File: src/rtl/cfu_mul_pkg.sv
// cfu_mul_pkg: op codes, controller states and shift helper for the sequenced CFU multiplier.
package cfu_mul_pkg;
   localparam int SHAMT_W = 6;
   typedef enum logic [2:0] {
      OP_MULSH  = 3'd0,
      OP_MUL    = 3'd1,
      OP_MAC    = 3'd2,
      OP_RDACC  = 3'd3,
      OP_CLRACC = 3'd4,
      OP_SETSH  = 3'd5
   } op_t;
   typedef enum logic [1:0] {IDLE, MUL, RESP} state_t;
   function automatic logic [31:0] asr_lo(input logic signed [63:0] p, input logic [SHAMT_W-1:0] sh);
      return 32'(p >>> sh);
   endfunction
endpackage

File: src/rtl/cfu_mul_pipe.sv
// cfu_mul_pipe: MUL_LATENCY-stage registered signed 32x32->64 multiplier with a valid shift chain.
module cfu_mul_pipe #(
   parameter int MUL_LATENCY = 2
) (
   input  logic               clk,
   input  logic               reset,
   input  logic               in_valid,
   input  logic signed [31:0] a,
   input  logic signed [31:0] b,
   output logic               out_valid,
   output logic signed [63:0] p
);
   logic signed [63:0]     prod [MUL_LATENCY];
   logic [MUL_LATENCY-1:0] vld;
   always_ff @(posedge clk) begin
      prod[0] <= $signed({{32{a[31]}}, a}) * $signed({{32{b[31]}}, b});
      for (int i = 1; i < MUL_LATENCY; i++) prod[i] <= prod[i-1];
   end
   always_ff @(posedge clk) begin
      if (reset) vld <= '0;
      else begin
         vld[0] <= in_valid;
         for (int i = 1; i < MUL_LATENCY; i++) vld[i] <= vld[i-1];
      end
   end
   assign out_valid = vld[MUL_LATENCY-1];
   assign p         = prod[MUL_LATENCY-1];
endmodule

File: src/rtl/cfu_mul_seq.sv
// cfu_mul_seq: valid/ready CFU controller sequencing a pipelined multiplier, accumulator and shift register.
// Define CFU_MAC_SATURATE_EN for saturating MAC with a sticky sat flag readable via RDACC A[0]=1.
module cfu_mul_seq
   import cfu_mul_pkg::*;
#(
   parameter int MUL_LATENCY = 2,
   parameter int SHIFT_RESET = 10
) (
   input  logic        clk,
   input  logic        reset,
   input  logic        cmd_valid,
   output logic        cmd_ready,
   input  logic [9:0]  cmd_payload_function_id,
   input  logic [31:0] cmd_payload_inputs_0,
   input  logic [31:0] cmd_payload_inputs_1,
   output logic        rsp_valid,
   input  logic        rsp_ready,
   output logic [31:0] rsp_payload_outputs_0
);
   state_t             state, state_n;
   logic [2:0]         f, op_q, cnt;
   logic [31:0]        acc, acc_n, res_n, shifted, mac_sum, rd_val;
   logic [SHAMT_W-1:0] shamt, shamt_n;
   logic               accept, is_mul, pv, done, unused_bits;
   logic signed [63:0] prod;
   assign f           = cmd_payload_function_id[2:0];
   assign unused_bits = ^cmd_payload_function_id[9:3];
   assign accept      = state == IDLE && cmd_valid;
   assign is_mul      = f <= OP_MAC;
   assign cmd_ready   = state == IDLE;
   assign rsp_valid   = state == RESP;
   assign done        = state == MUL && cnt == '0 && pv;
   assign shifted     = asr_lo(prod, shamt);
   cfu_mul_pipe #(.MUL_LATENCY(MUL_LATENCY)) u_pipe (
      .clk       (clk),
      .reset     (reset),
      .in_valid  (accept && is_mul),
      .a         (cmd_payload_inputs_0),
      .b         (cmd_payload_inputs_1),
      .out_valid (pv),
      .p         (prod)
   );
`ifdef CFU_MAC_SATURATE_EN
   logic        sat, ovf;
   logic [32:0] sum;
   assign sum     = {acc[31], acc} + {shifted[31], shifted};
   assign ovf     = sum[32] ^ sum[31];
   assign mac_sum = ovf ? (sum[32] ? 32'h8000_0000 : 32'h7FFF_FFFF) : sum[31:0];
   assign rd_val  = cmd_payload_inputs_0[0] ? {31'b0, sat} : acc;
   always_ff @(posedge clk) begin
      if (reset) sat <= 1'b0;
      else if (done && op_q == OP_MAC && ovf) sat <= 1'b1;
      else if (accept && f == OP_CLRACC) sat <= 1'b0;
   end
`else
   assign mac_sum = acc + shifted;
   assign rd_val  = acc;
`endif
   always_comb begin
      state_n = state;
      acc_n   = acc;
      shamt_n = shamt;
      res_n   = rsp_payload_outputs_0;
      case (state)
         IDLE: if (cmd_valid) begin
            state_n = is_mul ? MUL : RESP;
            res_n   = f == OP_RDACC ? rd_val : f == OP_CLRACC ? acc : f == OP_SETSH ? 32'(shamt) : '0;
            if (f == OP_CLRACC) acc_n = '0;
            if (f == OP_SETSH) shamt_n = cmd_payload_inputs_0[SHAMT_W-1:0];
         end
         MUL: if (done) begin
            state_n = RESP;
            res_n   = op_q == OP_MUL ? prod[31:0] : op_q == OP_MAC ? mac_sum : shifted;
            if (op_q == OP_MAC) acc_n = mac_sum;
         end
         RESP: if (rsp_ready) state_n = IDLE;
         default: state_n = IDLE;
      endcase
   end
   always_ff @(posedge clk) begin
      if (reset) begin
         state                 <= IDLE;
         acc                   <= '0;
         shamt                 <= SHAMT_W'(SHIFT_RESET);
         rsp_payload_outputs_0 <= '0;
         op_q                  <= '0;
         cnt                   <= '0;
      end else begin
         state                 <= state_n;
         acc                   <= acc_n;
         shamt                 <= shamt_n;
         rsp_payload_outputs_0 <= res_n;
         if (accept) op_q <= f;
         cnt <= accept ? 3'(MUL_LATENCY - 1) : cnt - 3'(cnt != '0);
      end
   end
endmodule

File: config.mk
export PLATFORM = sky130hd
export DESIGN_NAME = cfu_mul_seq
export DESIGN_NICKNAME = d
export VERILOG_FILES = /design/src/rtl/cfu_mul_pkg.sv /design/src/rtl/cfu_mul_pipe.sv /design/src/rtl/cfu_mul_seq.sv
export SDC_FILE = /design/constraint.sdc
export NUM_CORES = 2
export LEC_CHECK = 0
export BUFFER_PORTS_ARGS = -buffer_cell sky130_fd_sc_hd__buf_4
export CAP_MARGIN = 15
export CORE_UTILIZATION = 41
export CTS_CLUSTER_SIZE = 25
export DETAILED_ROUTE_END_ITERATION = 12
export PLACE_DENSITY_LB_ADDON = 0.2
export SYNTH_ARGS = -nofsm -noshare
export SYNTH_HDL_FRONTEND = slang
export SYNTH_SLANG_ARGS = --single-unit
File: constraint.sdc
create_clock -name clk -period 26.9 [get_ports clk]
set_clock_uncertainty 0.05 [all_clocks]
set_input_delay 5.38 -clock clk [delete_from_list [all_inputs] [get_ports clk]]
set_output_delay 5.38 -clock clk [all_outputs]
set_load 0.005 [all_outputs]
==> out/qor.yml <==
run_status:
  status: "complete, no violations"
timing:
  fin_tns_setup_ns: 0
  fmax_mhz: 73.3
  worstMarginPinSlew_ns: 1.19
  setup_violations: 0
  slew_headroom_pct: 20.7
  fin_ws_ns: 13.26
  grt_setup_unrepaired: "no"
  hold_violations: 0
  min_period_over_period_pct: 50.7
  period_needed_ns: 13.64
  slew_viol_final: 0
setup_path:
  crit_slowest_cell: "fa_1"
  cp.required_ns: 27.29
  r2r-start: "shamt[0]$_SDFFE_PP0P_"
  worst-r2r-cell-count: 17
  critPathTopFamily: "adder cells"
  path_buf_inv: 8
  critPathMostFrequentCell: "fa_1"
  cp-start-kind: "primary input"
  cp-end-kind: "flop"
  crit_path_max_incr_delay_ns: 0.97
  r2r-end: "acc[30]$_SDFFE_PP0P_"
  crit_fanout: 32
  critical_path_class: "primary input to flop"
  worstPathArrival_ns: 14.02
  rrSetupSlack_ns: 20.45
clock_tree:
  postCtsSetupBuffers: 0
  h-tree-depth: 1
  cts.sinks: 208
  path_clk_slew_ns: 0.07
  cts_tree: "done"
  cts_resized: 0
  clockRootBuffer: "clkbuf_16"
  ctsHoldBuffers: 0
  clockBufferDepth: 3
  clkLatencyLatePin_ns: 0.55
  cts_inserted_buffers: 22
worst_hold_path:
  hp-class: "flop to flop"
  min_from: "u_pipe.prod[0][25]$_DFF_P_"
  min_path_cells: 0
  hold_end: "u_pipe.prod[0][89]$_DFF_P_"
drt:
  drtAntennaViolNets: 0
  routed-via-count: 34700
  drt_iter0_drc: 2226
  dr.pass1.iters: 6
  drc: 0
  drt_wl_total_um: 138000
  avgRoutedWirePerCell_um: 21.3
  via_per_inst: 5.35
logic_synthesis:
  yosys-top-cells-area: "fa_1 45%, dfxtp_1 8.7%, inv_1 7.8%"
  synth_area_mm2: 0.0480
  syn_avg_cell_area_um2: 9.40
  yosysTopAreaCell: "fa_1"
  synth_fp_nets: 6481
  synth_flop_cell: "dfxtp_1"
  yosysSeqAreaShare_pct: 8.68
  ys_types: 74
  synth_common_cells: "1083 x fa_1, 998 x inv_1, 635 x nand2_1, 520 x and2_1, 276 x clkbuf_1"
  synth_most_common_cell: "fa_1"
  synth_top_area_share_pct: 45.2
  async_flop_share_pct: 0
  synth_cells: 5103
  synth-edff-count: 0
  synth-seq-cells: 208
  yosys_warnings: 0
global_route:
  antenna_found_initial: 6
  grt_use_total_pct: 24.4
  grt-busiest-layer: "met2"
  grt_remaining_overflow: 0
  met2_usage_pct: 41.6
  use_met3_pct: 2.27
  grt_pass1_wl_um: 222000
  grt_max_degree: 71
  grt_pass1_vias: 37600
  grtUsageMet1_pct: 33.5
cells_and_area:
  seq_area_mm2: 0.00417
  final_net_count: 6323
  final_layout_size_suffix_gt1_share_pct: 5.99
  multiInputGateArea_mm2: 0.0389
  syn_to_final_growth_pct: 4.98
  fill_cells: 11500
place:
  place_hpwl_um: 104000
  io_buffers: 104
  dp_slack_ns: 12.59
  gp_congestion: 0.894
run:
  maxCapViolCount: 0
floorplanning:
  die_area_mm2: 0.118
  ios: 112
  row_count: 125
  initial_core_util_pct: 41.3
  die_w_um: 344
  die_h_um: 344
  core_mm2: 0.116
worst max-delay path by stage:
| stage | slack [ns] | startpoint | cells past startpoint | end |
|---|---|---|---|---|
| after global routing | 12.56 | cmd_payload_inputs_1[5] | 26 | u_pipe.prod[0][63]$_DFF_P_ |
| after CTS | 13.13 | cmd_payload_inputs_1[5] | 26 | u_pipe.prod[0][63]$_DFF_P_ |
| after global placement | 12.58 | cmd_payload_inputs_1[5] | 26 | u_pipe.prod[0][63]$_DFF_P_ |
| after floorplan | 14.22 | cmd_payload_inputs_1[3] | 22 | u_pipe.prod[0][60]$_DFF_P_ |
| final | 13.26 | cmd_payload_inputs_1[5] | 26 | u_pipe.prod[0][63]$_DFF_P_ |
| after detailed placement | 12.59 | cmd_payload_inputs_1[5] | 26 | u_pipe.prod[0][63]$_DFF_P_ |
cell families (layout without fill, tap and decap cells):
group                      Yosys count  in the layout  share of synthesized area, %
other                                0              4                             0
adders and majority gates         1300           1300                          50.9
and+or+nand+nor                   1496           1496                          15.2
xor gates and xnor gates            97             97                          1.81
muxes                              184            184                          6.36
DFF                                208            208                          8.68
AOI/OAI and AO/OA                  515            515                          6.82
buffers and inverters             1303           1159                          10.3
per-layer routing:
layer,vias up,share of wire [%]
li1,15300,-
met1,18200,44
met2,1044,48
met3,207,5.6
met4,4,2.9
met5,-,0.019
through the flow:
| stage | instances | cell area (µm²) | util, % | hold slack, ns |
|---|---|---|---|---|
| after floorplan | 5103 | 48000 | - | 0.260 |
| after global placement | 6444 | 49600 | 42.7 | 0.261 |
| after detailed placement | 6444 | 49600 | 42.7 | 0.262 |
| after CTS | 6482 | 50300 | 43.4 | 0.255 |
| after global routing | 6484 | 50400 | 43.4 | 0.274 |
| final | 6487 | 50400 | 43.4 | 0.254 |
worst register-to-register path, delay by kind of cell, from the launching register on:
family,cells,cell delay [ns]
AO/OA/AOI/OAI,8,1.91
multiplexers,3,1.48
flip-flops,1,0.58
buffers and inverters,2,0.77
adder cells (fa/ha/maj),1,0.37
AND/OR/NAND/NOR,3,1.14
sequential cells by signal (all words and copies together) (netlist names):
| register | cells |
|---|---|
| shamt | 6 |
| u_pipe.vld | 2 |
| acc | 32 |
| rsp_payload_outputs_0 | 32 |
| op_q | 3 |
| cnt | 3 |
| u_pipe.prod | 128 |
| state | 2 |
layout by cell type (no fill, tap or decap), types with 21 or more instances in the layout:
cell type,Yosys,final
a211oi_1,35,35
nand2b_1,21,21
nand2_1,635,635
fa_1,1083,1083
nor3_1,37,37
nor2_1,179,178
and2_1,520,520
xnor2_1,64,64
dfxtp_1,208,205
inv_1,998,997
o21bai_1,21,21
ha_1,217,217
mux2_2,22,22
clkbuf_16,0,22
a21oi_1,176,176
xor2_1,32,32
a21o_1,41,41
mux4_2,93,93
a22oi_1,24,24
buf_4,5,121
mux2i_1,67,67
o21ai_0,91,91
nand3_1,32,32
cell type report:
| type | instances | area share (%) |
|---|---|---|
| multi-input cells | 3592 | 77.2 |
| clock buffers | 27 | 1.19 |
| clock inverters | 11 | 0.273 |
| flip-flops and latches | 208 | 8.28 |
| diodes | 4 | 0.0199 |
| inverters | 999 | 7.45 |
| well taps | 1524 | 3.79 |
| repair buffers | 122 | 1.82 |
Power is left out: the tool's default activity adds up to more than one toggle a clock period on the data nets, which glitch-free logic cannot reach.
